## src/rtl/pipe_hazard_ctrl_pkg.sv

```systemverilog
// Shared pipeline defines: stage indices and the default stage count.
package pipe_hazard_ctrl_pkg;

  localparam int NSTAGE  = 6;

  localparam int STG_PC  = 0;
  localparam int STG_IF  = 1;
  localparam int STG_ID  = 2;
  localparam int STG_EXE = 3;
  localparam int STG_MEM = 4;

endpackage

```

## src/rtl/pipe_mc_cnt.sv

```systemverilog
// Multi-cycle operation down-counter: busy while non-zero, done on the last busy cycle.
module pipe_mc_cnt #(
  parameter int W = 6
) (
  input  logic         clk_i,
  input  logic         rst_i,
  input  logic         start_i,
  input  logic [W-1:0] cycles_i,
  output logic         busy_o,
  output logic         done_o
);

  logic [W-1:0] cnt_q, cnt_d;

  // Count down while active; load only when idle and the op actually spans extra cycles.
  always_comb begin
    cnt_d = cnt_q;
    if (cnt_q != '0)
      cnt_d = cnt_q - 1'b1;
    else if (start_i && (cycles_i > W'(1)))
      cnt_d = cycles_i - 1'b1;
  end

  // Counter register.
  always_ff @(posedge clk_i or negedge rst_i) begin
    if (!rst_i) cnt_q <= '0;
    else        cnt_q <= cnt_d;
  end

  assign busy_o = (cnt_q != '0);
  assign done_o = (cnt_q == W'(1));

endmodule

```

## src/rtl/pipe_hazard_ctrl.sv

```systemverilog
// Pipeline hazard controller: stall thermometer, flush/redirect with one pending slot,
// multi-cycle stall source and a saturating stall-cycle counter.
module pipe_hazard_ctrl #(
  parameter int NSTAGE      = pipe_hazard_ctrl_pkg::NSTAGE,
  parameter int ADDR_WIDTH  = 32,
  parameter int MC_STAGE    = 2,
  parameter int FLUSH_STAGE = 2,
  parameter int MC_CNT_W    = 6,
  parameter int PERF_W      = 32
) (
  input  logic                  clk_i,
  input  logic                  rst_i,
  input  logic [NSTAGE-1:0]     stallreq_i,
  input  logic                  flush_req_i,
  input  logic [ADDR_WIDTH-1:0] flush_addr_i,
  input  logic                  mc_start_i,
  input  logic [MC_CNT_W-1:0]   mc_cycles_i,
  output logic [NSTAGE-1:0]     stall_o,
  output logic [NSTAGE-1:0]     flush_o,
  output logic [ADDR_WIDTH-1:0] new_pc_o,
  output logic                  new_pc_valid_o,
  output logic                  mc_busy_o,
  output logic                  mc_done_o,
  output logic [PERF_W-1:0]     stall_cycles_o
);
  import pipe_hazard_ctrl_pkg::*;

  function automatic logic [NSTAGE-1:0] range_mask(int lo, int hi);
    logic [NSTAGE-1:0] m;
    m = '0;
    for (int i = 0; i < NSTAGE; i++)
      if (i >= lo && i <= hi) m[i] = 1'b1;
    return m;
  endfunction

  localparam logic [NSTAGE-1:0] FLUSH_MASK = range_mask(STG_IF, FLUSH_STAGE);
  localparam logic [NSTAGE-1:0] YOUNG_MASK = range_mask(STG_PC, FLUSH_STAGE - 1);
  localparam logic [NSTAGE-1:0] HOLD_MASK  = range_mask(FLUSH_STAGE, NSTAGE - 1);

  logic                  mc_busy, mc_done;
  logic [NSTAGE-1:0]     req, stall_raw, stall_int, flush_int;
  logic                  issuable, issue_pend, issue_new, issue;
  logic [ADDR_WIDTH-1:0] issue_addr;
  logic                  pend_q, pend_d;
  logic [ADDR_WIDTH-1:0] pend_addr_q, pend_addr_d;
  logic [PERF_W-1:0]     perf_q, perf_d;

  pipe_mc_cnt #(.W(MC_CNT_W)) u_mc_cnt (
    .clk_i    (clk_i),
    .rst_i    (rst_i),
    .start_i  (mc_start_i),
    .cycles_i (mc_cycles_i),
    .busy_o   (mc_busy),
    .done_o   (mc_done)
  );

  assign req = stallreq_i | ({{(NSTAGE-1){1'b0}}, mc_busy} << MC_STAGE);

  // Freeze every stage at or below the highest requesting stage.
  always_comb begin
    logic acc;
    acc       = 1'b0;
    stall_raw = '0;
    for (int i = NSTAGE - 1; i >= 0; i--) begin
      acc          = acc | req[i];
      stall_raw[i] = acc;
    end
  end

  // An older pending redirect always wins over a fresh request.
  always_comb begin
    issuable    = ((req & HOLD_MASK) == '0);
    issue_pend  = pend_q & issuable;
    issue_new   = ~pend_q & flush_req_i & issuable;
    issue       = issue_pend | issue_new;
    issue_addr  = pend_q ? pend_addr_q : flush_addr_i;
    pend_d      = pend_q;
    pend_addr_d = pend_addr_q;
    if (issue_pend) begin
      pend_d = 1'b0;
    end else if (!pend_q && flush_req_i && !issuable) begin
      pend_d      = 1'b1;
      pend_addr_d = flush_addr_i;
    end
    flush_int = issue ? FLUSH_MASK : '0;
    stall_int = issue ? (stall_raw & ~YOUNG_MASK) : stall_raw;
  end

  // Stall-cycle counter saturates rather than wrapping.
  always_comb begin
    perf_d = perf_q;
    if ((stall_int != '0) && (perf_q != '1)) perf_d = perf_q + 1'b1;
  end

  // Pending redirect and performance state.
  always_ff @(posedge clk_i or negedge rst_i) begin
    if (!rst_i) begin
      pend_q      <= 1'b0;
      pend_addr_q <= '0;
      perf_q      <= '0;
    end else begin
      pend_q      <= pend_d;
      pend_addr_q <= pend_addr_d;
      perf_q      <= perf_d;
    end
  end

  // Combinational paths are masked so reset silences every output immediately.
  always_comb begin
    stall_o        = rst_i ? stall_int : '0;
    flush_o        = rst_i ? flush_int : '0;
    new_pc_valid_o = rst_i & issue;
    new_pc_o       = (rst_i && issue) ? issue_addr : '0;
    mc_busy_o      = rst_i & mc_busy;
    mc_done_o      = rst_i & mc_done;
    stall_cycles_o = perf_q;
  end

endmodule

```

## config.mk

```make
export PLATFORM = sky130hd
export DESIGN_NAME = pipe_hazard_ctrl
export DESIGN_NICKNAME = d
export VERILOG_FILES = /design/src/rtl/pipe_hazard_ctrl_pkg.sv /design/src/rtl/pipe_mc_cnt.sv /design/src/rtl/pipe_hazard_ctrl.sv
export SDC_FILE = /design/constraint.sdc
export NUM_CORES = 1
export LEC_CHECK = 0
export CORE_ASPECT_RATIO = 1.25
export CORE_MARGIN = 2
export CORE_UTILIZATION = 47
export CTS_CLUSTER_SIZE = 40
export DETAILED_ROUTE_END_ITERATION = 7
export PLACE_DENSITY = 0.83
export SETUP_SLACK_MARGIN = 0.3
export SYNTH_ARGS = -nofsm -noshare
export SYNTH_HDL_FRONTEND = slang
export SYNTH_SLANG_ARGS = --single-unit
```

## constraint.sdc

```tcl
create_clock -name clk_i -period 2.3 [get_ports clk_i]
set_clock_uncertainty 0.15 [all_clocks]
set_input_delay 0.345 -clock clk_i [delete_from_list [all_inputs] [get_ports clk_i]]
set_output_delay 0.345 -clock clk_i [all_outputs]
set_load 0.01 [all_outputs]
```

==> results of run 1 <==
## timing repair
item	4_1_cts	5_1_grt
hold endpoints to repair	67	0
setup buffers	18	14
pin swaps	36	40
setup endpoints to repair	93	103
gates resized for setup	232	102
hold buffers	1	0
gates cloned	8	3
## worst max path at each step
stage / slack (ns) / end / start / cells past startpoint
floorplan: 0.27 / new_pc_o[22] / u_mc_cnt.cnt_q[4] / 6
global placement: -0.65 / new_pc_o[0] / stallreq_i[3] / 8
detailed placement: -0.73 / new_pc_o[31] / stallreq_i[3] / 8
CTS: -0.15 / new_pc_o[8] / u_mc_cnt.cnt_q[3] / 7
global route: -0.23 / new_pc_o[7] / u_mc_cnt.cnt_q[4] / 7
finish: -0.16 / new_pc_o[7] / u_mc_cnt.cnt_q[4] / 7
## through the flow
step	instances	setup TNS (ns)	hold WS [ns]	total power, mW	utilization (%)
after floorplan	387	0	-0.1006	2.285	-
after CTS	687	-4.819	0.3604	3.801	74.64
final	704	-4.898	0.3612	4.028	82.36
after global placement	644	-30.50	0.05259	2.744	67.32
after detailed placement	644	-31.76	0.05837	2.793	67.32
after global routing	704	-10.19	0.3831	4.246	82.36
## final cells by class
type / instances / area (sq um)
Multi-Input combinational cell: 284 / 2773
Timing Repair Buffer: 203 / 2168
Sequential cell: 71 / 1779
Fill cell: 455 / 1518
Tap cell: 120 / 150.1
Clock buffer: 11 / 141.4
Inverter: 10 / 42.54
Clock inverter: 5 / 33.78
## critical path, delay by kind of cell (launching register included)
kind | cells | cell delay [ns]
DFF | 1 | 0.41
buffers and inverters | 3 | 0.44
and+or+nand+nor | 4 | 0.76
## power groups by stage
stage | registers (mW) | logic, mW | clock network (mW)
3_5_place_dp | 1.66 | 1.13 | 0
2_1_floorplan | 1.67 | 0.618 | 0
4_1_cts | 1.64 | 1.22 | 0.933
6_report | 1.66 | 1.45 | 0.921
5_1_grt | 1.69 | 1.56 | 0.999
3_3_place_gp | 1.65 | 1.10 | 0
## registers in the layout, indices dropped and copies added (netlist names)
| register | count |
|---|---|
| pend_addr_q | 32 |
| u_mc_cnt.cnt_q | 6 |
| pend_q | 1 |
| stall_cycles_o | 32 |
## cells by family (layout without fill, tap and decap cells)
logic type                 after synthesis  after routing  share of synthesized area [%]
and+or+nand+nor                        150            150                          19.62
adders and majority gates                6              6                          1.819
buffers and inverters                   32            229                          4.427
xor gates and xnor gates                30             30                          6.368
AOI/OAI and AO/OA                       27             27                          4.639
muxes                                   67             67                          19.98
other                                    1              4                        0.09088
DFF                                     71             71                          43.06
## per-layer routing
layer	global-route usage, %	wire, um	share of wire, %
met2	46.16	7322	55
met5	0	0	0
met3	5.602	689	5.2
met4	7.143	187	1.4
met1	30.75	5114	38
## cell usage after synthesis (2+ instances only)
cell type / n / area share (%)
ha_1: 6 / 1.8
inv_1: 10 / 0.91
buf_2: 8 / 0.97
mux2i_1: 34 / 8.2
buf_4: 6 / 1.1
xnor2_1: 21 / 4.5
o21ai_0: 5 / 0.61
nor3_1: 8 / 0.97
nand2_1: 21 / 1.9
o31ai_1: 2 / 0.36
and2_1: 3 / 0.45
nor4_4: 3 / 1.5
nand3_1: 25 / 3.0
a21oi_1: 8 / 0.97
or4_1: 2 / 0.36
mux2_2: 3 / 0.82
nor4_1: 5 / 0.76
nand4_1: 12 / 1.8
xor2_1: 9 / 1.9
dfrtp_1: 71 / 43
nor2_1: 47 / 4.3
mux2_4: 30 / 11
a22oi_1: 2 / 0.36
and4_1: 2 / 0.42
and3_1: 7 / 1.1
clkbuf_1: 4 / 0.36
nor3_2: 2 / 0.49
or3_1: 6 / 0.91
buf_6: 4 / 1.1
==> metrics, run 1 <==
Place WS -0.7337 ns; nets between 600 and 700; worst-margin pin slew approximately 0.6 ns; register area share after synthesis ~43%; Die H around 110 um; Period Utilization, post-route 107.2%; FP Rows 38; fraction of layout cells with a size suffix above 1 a little under half; Clock Pin Slew Worst Setup and Hold Paths 0.08 ns; crit path max fanout 6; Crit Path Category flip-flop to primary output; number of clock buffers inserted by TritonCTS 9; crit path DAT 1.97 ns; mapped cell area between 4000 and 5000 sq um; io pins between 100 and 150; R2R Path End pend_addr_q[20]; highest achievable clock rate a little over 400 MHz; Synth Register Bits roughly 70; VDD IR-drop max slightly below 400 uV; Worst slew margin between 50% and 60%; RSZ-0062 raised after global routing true; largest net degree at the start of global routing 27; via count approximately 3800; drt total wl between 10 and 15 mm; CP most frequent cell buf_12; port buffer count about 120; worst hold start stall_cycles_o[26]; worst skew pair latency roughly 0.36 ns; flop-to-flop setup slack -0.06 ns; die area roughly 9500 sq um; Wirelength per Cell around 19 um; worst r2r src u_mc_cnt.cnt_q[1]; worst r2r path cells 12; CTS H-Tree Depth 3; most frequent cells in the layout clkdlybuf4s50_1, dfrtp_1, buf_6, buf_4, mux2i_1; Crit-path slowest cell dfrtp_1; post-layout minimum cycle time approximately 2.5 ns; Top FF cell, synth dfrtp_1; DPL Wire Length approximately 7.6 mm; number of synthesized flops with an enable pin 0; Design Area, Final 7088 sq um; Final Setup Violations 53; Area growth syn-to-layout 71.77%; Mapped Cells 384; Pleak about 3.3 nW; crit-path cells nor4_4, and3_4, nand3_4, buf_12, buf_12, nor2_2, buf_2; commonest non-fill, non-tap cell in the layout clkdlybuf4s50_1; Clock Sinks slightly above 70; antenna-violating nets left 0; endpoints failing hold 0; YS warnings 0; Clk pwr share between 20% and 30%; initial antenna violation count 0; Psw between 1 and 1.5 mW; CP Launch Type flip-flop; initial core utilization between 40% and 50%; Int Pwr ~2.7 mW; area of placed instances 5793 sq um; vias in the first global route approximately 3800; part of the power in combinational logic a little over a third; ys async rst share 100.0%; Switching Share between 30% and 40%; CP max stage delay 0.41 ns; Setup crit end kind primary output; total grt overflow 0; CORE AREA about 8600 sq um; Hold Path Sink stall_cycles_o[26]; CTS tree built; Sequential Power Share between 40% and 50%; Critical Path RT between 1.5 and 2 ns; drt pass-1 iters 4; initial DRC count 131; via-per-instance ratio between 5 and 6; max cap viols 0; Final Wtd Congestion between 0.8 and 0.9; CTS root buf clkbuf_8; Final Max Slew Viols 0; hold-critical path depth 1; die span in x between 80 and 90 um; Synth cell types 47; status finished, violations left; post-synthesis area per instance approximately 11 sq um; DR DRC count 0; failing checks negative setup slack; aggregate global-route resource usage 25.73%; worst hold path class flip-flop to flip-flop; CTS Buffer Depth 2; diode count 0; PwrDens approximately 570 nW/um^2; Worst Slack Setup Final -0.1648 ns; first-pass GRT wire length around 19 mm
Power figures use the tool's default switching activity.
==> run 2: changes to the inputs <==
--- a/constraint.sdc
+++ b/constraint.sdc
@@ -4,2 +4,2 @@
 set_output_delay 0.345 -clock clk_i [all_outputs]
-set_load 0.01 [all_outputs]
+set_load 0.1 [all_outputs]
==> run 2 against run 1 <==
Compared with the run above:
- the flow still finishes with violations (negative setup slack)
- sequential share of layout area shrank 0.13 points
- core utilization grew 4.2 points
- first-iteration DRC count grew 100%
- final area grew 5.0%
- critical endpoint is now flush_o[1]
==> metrics, run 2 (same netlist as run 1, synthesis figures left out) <==
failing checks negative setup slack; Worst Slack Setup Final -0.2544 ns (-0.08956 ns); Crit Path Category flip-flop to primary output; initial DRC count 263 (+100%); CORE AREA 8606 sq um (unchanged); die area 9550 sq um (unchanged); Area growth syn-to-layout 80.44%; highest achievable clock rate 391.5 MHz (-3.5%); VDD IR-drop max 491.4 uV (+26%); filler cell count in the final layout 394 (-13%); Worst slew margin 63.41% (+4.0 points); drt total wl 14.59 mm (+9.6%); crit-path cells nor4_4, and3_4, nand3_4, buf_4, buf_16, clkinvlp_4, buf_12; Hold WS 0.08405 ns (-0.2771 ns); Final Max Slew Viols 0 (unchanged); vias in the first global route 3824 (+0.47%); PwrDens 646.4 nW/um^2 (+14%); port buffer count 122 (unchanged); FP Rows 38 (unchanged); crit path max fanout 6 (unchanged); Clock Pin Slew Worst Setup and Hold Paths 0.08 ns (about the same); Pleak 3.292 nW (+0.45%); Setup crit end kind primary output; Critical Path RT 1.80 ns (about the same); diode count 0 (unchanged); CTS H-Tree Depth 3 (unchanged); Final Setup Violations 44 (-17%); initial antenna violation count 0 (unchanged); CP Launch Type flip-flop; Crit path max-delay family simple AND/OR/NAND/NOR gates; total power 4.813 mW (+20%); Period Utilization, post-route 111.1% (+3.9 points); DR DRC count 0 (unchanged); commonest non-fill, non-tap cell in the layout buf_4; initial core utilization 47.95% (unchanged); io pins 127 (unchanged); most frequent cells in the layout buf_4, buf_12, clkdlybuf4s50_1, dfrtp_1; worst-margin pin slew 0.5438 ns (-0.05906 ns); via-per-instance ratio 5.669 (+4.8%); CTS tree built; antenna-violating nets left 0 (unchanged); CTS Buffer Depth 2 (unchanged); worst skew pair latency 0.36 ns (about the same); post-layout minimum cycle time 2.554 ns (+0.08956 ns); Wirelength per Cell 20.93 um (+11%); Crit-path slowest cell dfrtp_2; number of clock buffers inserted by TritonCTS 9 (unchanged); Die H 108.8 um (unchanged); CP max stage delay 0.42 ns (about the same); DPL Wire Length 7.883 mm (+3.6%); via count 3951 (+3.8%); Post-Layout Cell Count 697 (-0.99%); fraction of layout cells with a size suffix above 1 56.50% (+11 points); first-pass GRT wire length 19.26 mm (+2.4%); FF+latch area 1859 sq um (+4.5%); largest net degree at the start of global routing 34 (+26%); aggregate global-route resource usage 26.44% (+0.71 points); Post-Place Cells 637 (-1.1%); Clock Sinks 71 (unchanged); CTS root buf clkbuf_8; max cap viols 0 (unchanged); Multi-input gate area 2751 sq um (-0.77%); die span in x 87.81 um (unchanged); RSZ-0062 raised after global routing true; final core occ 86.52% (+4.2 points); nets 626 (-1.1%); crit path DAT 2.06 ns (+0.09 ns); endpoints failing hold 0 (unchanged); Final Wtd Congestion 0.8416 (+1.3%); status finished, violations left; total grt overflow 0 (unchanged); drt pass-1 iters 5 (+1); buffers and inverters on the worst path 4 (+1); worst hold path class input port to asynchronous set/reset pin
==> run 2: metrics by stage <==
| step | worst slack, ns | area [sq um] | setup TNS, ns |
|---|---|---|---|
| 2_1_floorplan | -0.2674 | 4609 | -5.717 |
| 3_3_place_gp | -0.3511 | 6402 | -19.34 |
| 3_5_place_dp | -0.3774 | 6402 | -21.19 |
| 4_1_cts | -0.2804 | 7084 | -8.939 |
| 5_1_grt | -0.3401 | 7446 | -12.40 |
| 6_report | -0.2544 | 7446 | -8.658 |
==> run 2: worst paths after layout <==
kind	end	depth (start not counted)	from	slack, ns
max	flush_o[1]	7	u_mc_cnt.cnt_q[2]	-0.25
min	stall_cycles_o[12]	3	rst_i	0.08
max in group asynchronous	u_mc_cnt.cnt_q[2]	4	rst_i	1.20
max reg2reg	stall_cycles_o[26]	8	pend_q	-0.03
min reg2reg	stall_cycles_o[30]	1	stall_cycles_o[30]	0.35
min in group clk_i	stall_cycles_o[30]	1	stall_cycles_o[30]	0.35
==> run 2: what timing repair did <==
action / 4_1_cts / 5_1_grt
resized for setup: 46 / 50
buffers inserted: 21 / 13
gates cloned: 5 / 2
hold endpoints to repair: 41 / 0
endpoints found under the setup margin: 82 / 109
hold buffers: 3 / 0
pin swaps: 32 / 33
==> run 2: final cells by class <==
| type | count | share of cell area [%] |
|---|---|---|
| clock buffer | 12 | 2.218 |
| clock inverter | 4 | 0.6890 |
| inverter | 10 | 0.5545 |
| multi-input combinational | 285 | 36.95 |
| sequential | 71 | 24.97 |
| tap | 120 | 2.016 |
| timing repair buffer | 195 | 32.60 |
==> run 2: worst reg2reg max path, cell delays in order (launching register included) <==
cell	delay [ns]
dfrtp_2	0.45
or2_4	0.29
o2111ai_4	0.23
buf_6	0.14
buf_6	0.09
buf_6	0.12
nand4_1	0.31
nor2_2	0.25
xor2_1	0.21
==> run 2: routing by layer <==
| metal | part of all wire (%) | track usage (%) |
|---|---|---|
| met2 | 55 | 47.02 |
| met4 | 3.5 | 10.44 |
| met5 | 0 | 0 |
| met1 | 36 | 30.78 |
| met3 | 5.9 | 5.450 |
==> run 2: power by group <==
part / leakage [nW] / internal, mW / switching (mW)
Clock: 0.109 / 0.592 / 0.508
Sequential: 0.852 / 1.50 / 0.238
Combinational: 2.33 / 0.810 / 1.16
Total: 3.29 / 2.90 / 1.91
